`src/rtl/mem_arbiter.sv`:
```
// Shares one single-port, fixed-latency memory between instruction fetch and data access.
// Handshake: req is held until its combinational gnt; the access then runs WAIT_CYCLES and ends with a one-cycle rvalid.
module mem_arbiter #(
  parameter int ADDR_W           = 16,
  parameter int DATA_W           = 16,
  parameter int WAIT_CYCLES      = 2,
  parameter int FETCH_STARVE_MAX = 4
) (
  input  logic              clk,
  input  logic              rst,
  input  logic              halt_sys,
  input  logic              if_req,
  input  logic [ADDR_W-1:0] if_addr,
  output logic              if_gnt,
  output logic              if_rvalid,
  output logic [DATA_W-1:0] if_rdata,
  input  logic              d_req,
  input  logic              d_we,
  input  logic [ADDR_W-1:0] d_addr,
  input  logic [DATA_W-1:0] d_wdata,
  output logic              d_gnt,
  output logic              d_rvalid,
  output logic [DATA_W-1:0] d_rdata,
  output logic              mem_en,
  output logic              mem_we,
  output logic [ADDR_W-1:0] mem_addr,
  output logic [DATA_W-1:0] mem_wdata,
  input  logic [DATA_W-1:0] mem_rdata,
  output logic              stall,
  output logic [1:0]        state_dbg
);

  localparam int WC_W = (WAIT_CYCLES > 1) ? $clog2(WAIT_CYCLES) : 1;
  localparam int SC_W = $clog2(FETCH_STARVE_MAX + 1);
  localparam logic [WC_W-1:0] WC_LAST = WC_W'(WAIT_CYCLES - 1);
  localparam logic [SC_W-1:0] SC_MAX  = SC_W'(FETCH_STARVE_MAX);

  typedef enum logic [1:0] {
    IDLE   = 2'd0,
    ACCESS = 2'd1,
    DONE   = 2'd2
  } state_t;

  state_t            state, state_nxt;
  logic [WC_W-1:0]   wait_cnt;
  logic [SC_W-1:0]   starve_cnt;
  logic              own_if;
  logic              lat_we;
  logic [ADDR_W-1:0] lat_addr;
  logic [DATA_W-1:0] lat_wdata;
  logic              grant_ok;
  logic              fetch_first;
  logic              last_beat;

  always_comb begin
    state_nxt   = state;
    grant_ok    = (state == IDLE) && !halt_sys && !rst;
    // Data wins by default; fetch takes over once it has waited out the starvation limit.
    fetch_first = if_req && (starve_cnt == SC_MAX);
    if_gnt      = grant_ok && if_req && (fetch_first || !d_req);
    d_gnt       = grant_ok && d_req && !fetch_first;
    last_beat   = (state == ACCESS) && (wait_cnt == WC_LAST);
    case (state)
      IDLE:    if (if_gnt || d_gnt) state_nxt = ACCESS;
      ACCESS:  if (last_beat) state_nxt = DONE;
      DONE:    state_nxt = IDLE;
      default: state_nxt = IDLE;
    endcase
  end

  always_comb begin
    mem_en    = (state == ACCESS);
    mem_we    = mem_en && lat_we;
    mem_addr  = mem_en ? lat_addr : '0;
    mem_wdata = mem_en ? lat_wdata : '0;
    if_rvalid = (state == DONE) && own_if;
    d_rvalid  = (state == DONE) && !own_if;
    stall     = (state != IDLE) || ((if_req || d_req) && halt_sys);
    state_dbg = state;
  end

  always_ff @(posedge clk or posedge rst) begin
    if (rst) begin
      state      <= IDLE;
      wait_cnt   <= '0;
      starve_cnt <= '0;
      own_if     <= 1'b0;
      lat_we     <= 1'b0;
      lat_addr   <= '0;
      lat_wdata  <= '0;
      if_rdata   <= '0;
      d_rdata    <= '0;
    end else begin
      state    <= state_nxt;
      wait_cnt <= ((state == ACCESS) && !last_beat) ? wait_cnt + 1'b1 : '0;
      if (if_gnt) begin
        own_if     <= 1'b1;
        lat_addr   <= if_addr;
        lat_we     <= 1'b0;
        lat_wdata  <= '0;
        starve_cnt <= '0;
      end else if (d_gnt) begin
        own_if    <= 1'b0;
        lat_addr  <= d_addr;
        lat_we    <= d_we;
        lat_wdata <= d_wdata;
        if (!if_req)
          starve_cnt <= '0;
        else if (starve_cnt != SC_MAX)
          starve_cnt <= starve_cnt + 1'b1;
      end
      // Reads land in the owner's register; writes leave both rdata registers alone.
      if (last_beat && !lat_we) begin
        if (own_if) if_rdata <= mem_rdata;
        else        d_rdata  <= mem_rdata;
      end
    end
  end

endmodule

```
`config.mk`:
```
export PLATFORM = sky130hd
export DESIGN_NAME = mem_arbiter
export DESIGN_NICKNAME = d
export VERILOG_FILES = /design/src/rtl/mem_arbiter.sv
export SDC_FILE = /design/constraint.sdc
export NUM_CORES = 1
export LEC_CHECK = 0
export CAP_MARGIN = 20
export CORE_UTILIZATION = 45
export DETAILED_ROUTE_END_ITERATION = 8
export GPL_TIMING_DRIVEN = 0
export PLACE_DENSITY = 0.85
export SYNTH_ARGS = -nofsm -noshare
export SYNTH_HDL_FRONTEND = slang
export SYNTH_SLANG_ARGS = --single-unit
```
`constraint.sdc`:
```
create_clock -name clk -period 4.5 [get_ports clk]
set_clock_uncertainty 0.05 [all_clocks]
set_input_delay 0.9 -clock clk [delete_from_list [all_inputs] [get_ports clk]]
set_output_delay 0.9 -clock clk [all_outputs]
set_load 0.1 [all_outputs]
```
# Word-level counts from Yosys, hierarchy flattened
# Cells that the tools add are included.
# word_totals
reg_bits	72
inputBits	70
# classes
addsub	2
n_eq_ne	7
n_mux	18
bitwise_logic	1
reduce_logical	32
# op_table
op	count
16-bit two-way mux	6
1-bit logical AND	14
3-bit two-way mux	4
2-bit AND reduction	4
1-bit logical NOT	7
1-bit two-way mux	5
1-bit logical OR	4
2-bit two-way mux	2
2-bit by 1-bit inequality test with 1-bit output, second input constant	2
2-bit one-hot mux with 2 select lines	1
2-bit nonzero test	2
3-bit by 1-bit adder with 3-bit output, second input constant	1
3-bit == test, second input constant	1
3-bit by 1-bit inequality test with 1-bit output, second input constant	1
3-bit inequality test, second input constant	1
2-bit by 1-bit == test with 1-bit output, second input constant	1
2-bit == test, second input constant	1
2-bit logical NOT	1
1-bit adder, second input constant	1
1-bit NOT	1

# Depth between registers and ports, before layout
# logic_depth
word_depth	8
ltp_mapped	7
depth_no_buf	5

# Worst setup path after synthesis
# Ideal clock, no wire load.
# synth_timing
path_type	reg-to-output
startpoint	reg state[1], in the netlist state_dbg[1]
endpoint	out d_rvalid
arrival_ns	3.298
t_required_ns	3.550
slack_ns	0.252
path_stages_with_launch	2
n_path_buf	0
cell_sequence	dfrtp_1 nor3b_1
# synth_between
elab_chain_len	2
# synth_rtl
element	line	source
from (decl)	44	state_t state, state_nxt;
from (signal assigned)	94	state <= state_nxt;
2-bit == test	77	d_rvalid = (state == DONE) && !own_if;
1-bit logical AND	77	
to (decl)	22	output logic d_rvalid,
# Every way passes these cells.

# Final worst setup path
# layout_timing
startpoint	in rst
endpoint	out d_gnt
# layout_between
elab_chain_len	4
# layout_rtl
element	line	source
from (decl)	10	input logic rst,
1-bit logical NOT (no line)	--	
1-bit logical AND	57	grant_ok = (state == IDLE) && !halt_sys && !rst;
1-bit logical AND (2 in a row)	61	d_gnt = grant_ok && d_req && !fetch_first;
to (decl)	21	output logic d_gnt,
# Every way passes these cells.

==> qor.txt <==
Post-synth design cell area -> 0.003218 mm²
Crit path capture type -> output port
Initial Util -> 0.4685
Port bufs -> 142
Crit path max fanout -> 10
Simple-gate portion of the synthesized area -> 0.09876
Initial antenna violation count -> 0
# hold bufs at CTS -> 0
HP Class -> register to register
Max-cap violations -> 0
Gr usage total -> 0.2161
First-pass GRT wire length -> 12,420 µm
Final hold violations -> 0
Result of the run -> complete, no violations
Setup TNS -> 0 ns
Worst Setup Start Kind -> input port
CTS buffer count -> 9
Vert. Die Dim -> 86.57 µm
Top cell type's share of synthesized area -> 0.5599
Register Area -> 0.001802 mm²
# diodes -> 0
Nets -> 490
Iter 0 DRT Violations -> 175
Count leader, synth -> dfrtp_1
Arrival time worst endpoint -> 3.45 ns
Syn_nets -> 337
Die Span X -> 86.57 µm
Yosys top cell by area -> dfrtp_1
DRC -> 0
Post-synth EDFFs -> 0
Root buffer cell -> clkbuf_8
Critical path type -> input port to output port
Clk buf depth -> 2
Mux contribution to synthesized area -> 0.1271
Avg Cell Area, Syn -> 12.14 µm²
IO Count -> 143
Antenna Violating Nets Remaining -> 0
Final Max Slew Viols -> 0
Avg WL per Cell -> 15.25 µm
Cell Rows -> 30
Top post-synthesis cells by count -> dfrtp_1 (72), inv_1 (51), mux2_2 (23), nor2_1 (20), a22o_1 (19)
Drt via density -> 4.909
Crit share post-route -> 0.9782
Area of the multi-input gates -> 0.001120 mm²
CTS tree -> yes
Core area -> 0.006869 mm²
Largest net degree at the start of global routing -> 73
Setup violations, final -> 0
Fillcell total -> 494
GRT overflow -> 0
Top cells by area, synth -> dfrtp_1 (56%), mux2_2 (8.0%), inv_1 (5.9%)
Unrepaired setup endpoints after global routing -> no
H-tree depth -> 3
Number of resized instances in the post-cts repair step -> 0
Syn Inst Count -> 265
#FFs+latches synth -> 72
Routed wire length -> 7915 µm
Post-detail-place hpwl -> 5781 µm
Worst slew pin tran -> 1.019 ns
Clk pin slew, worst setup/hold paths -> 0.07 ns
Fmax -> 227.2 MHz
Final Wtd Congestion -> 0.7492
Post-Synth XOR/XNOR Area -> 0
Setup Buffers After CTS -> 0
Slew Limit Headroom -> 0.3184
Via count -> 2,548
DIE AREA -> 0.007494 mm²
Drt first pass iters -> 5
Post-synthesis compound-gate area fraction -> 0.1143
Clock Sinks -> 72
Clock latency at the later pin of the worst-skew pair -> 0.33 ns
Main combinational cell family by area after synthesis -> multiplexers
Layout area overhead -> 55.21%
Main flop type after synthesis -> dfrtp_1
Vias in the first global route -> 2,624
Adder-cell share of the synthesized area -> 0.007776
Synth unique cells -> 29
Final min period -> 4.402 ns
Final Util -> 0.7271
Synth Warn # -> 0
Post-synth ARST share -> 1.000
Share of layout cells above drive strength 1 -> 0.1608
Register area share after synthesis -> 0.5599
CP Data Required Time -> 3.55 ns
-- state kept, by name, summed over array words and instances (netlist names) --
signal / cells
lat_wdata: 16
starve_cnt: 3
state_dbg: 2
own_if: 1
lat_addr: 16
if_rdata: 16
wait_cnt: 1
d_rdata: 16
lat_we: 1
-- logic make-up after synthesis --
logic type	after synthesis
DFF	72
AOI/OAI and AO/OA	41
muxes	33
adders and majority gates	2
buffers and inverters	67
and+or+nand+nor	50
-- path summary, 6_finish.rpt --
kind / depth (start not counted) / to / slack, ns / from
setup reg to reg: 4 / d_rdata[7] / 2.53 / state_dbg[1]
hold reg to reg: 1 / lat_wdata[0] / 0.44 / lat_wdata[0]
hold / removal: 1 / lat_wdata[0] / 0.44 / lat_wdata[0]
min in group asynchronous: 2 / starve_cnt[2] / 1.13 / rst
setup / recovery: 6 / d_gnt / 0.1 / rst
max in group asynchronous: 2 / lat_wdata[12] / 2.69 / rst
-- stage by stage --
stage                     setup WS, ns  instances  area [µm²]  hold slack (ns)
final                          0.09789        519        4995           0.4447
after global routing          0.007333        519        4995           0.4715
after CTS                      0.01448        519        4992           0.4515
after detailed placement       0.01186        503        4762           0.4269
after global placement          0.1084        503        4760           0.4238
after floorplan                 0.2522        265        3218           0.4077
-- layer usage --
layer	wire length [µm]	vias to the layer above	global-route usage
met5	0	-	0
met4	116	0	0.08788
met3	493	11	0.05333
met2	3913	95	0.3701
met1	3392	1236	0.2622
li1	-	1206	-
-- worst max-delay path, stage by stage --
cell and delay [ns]:
clkdlybuf4s50_1 0.49, nor4_4 0.38, and3_1 0.20, buf_4 0.15
buf_4 0.17, clkdlybuf4s50_1 1.15
-- layout make-up --
type,instances,share of cell area
clock buffers,10,0.02756
inverters,52,0.03983
repair buffers,142,0.2851
clock inverters,6,0.01854
well taps,96,0.02405
plain buffers,15,0.02004
multi-input cells,126,0.2242
flip-flops and latches,72,0.3607
-- layout by cell type (no fill, tap or decap), types with 2 or more instances in the layout --
cell type        count
and3b_1              2
o21ai_0              2
ha_1                 2
dfrtp_1             72
mux2_2              23
inv_1               50
and3_1               2
buf_6                3
buf_2                5
mux2_4              10
and2_1              18
bufinv_16            2
a222oi_1            16
clkdlybuf4s50_1    141
clkbuf_8            10
nor2_1              20
clkbuf_1             3
clkinvlp_4           2
buf_4                4
a22o_1              19
clkinv_4             2
Power is left out: the tool's default activity adds up to more than one toggle a clock period on the data nets, which glitch-free logic cannot reach.
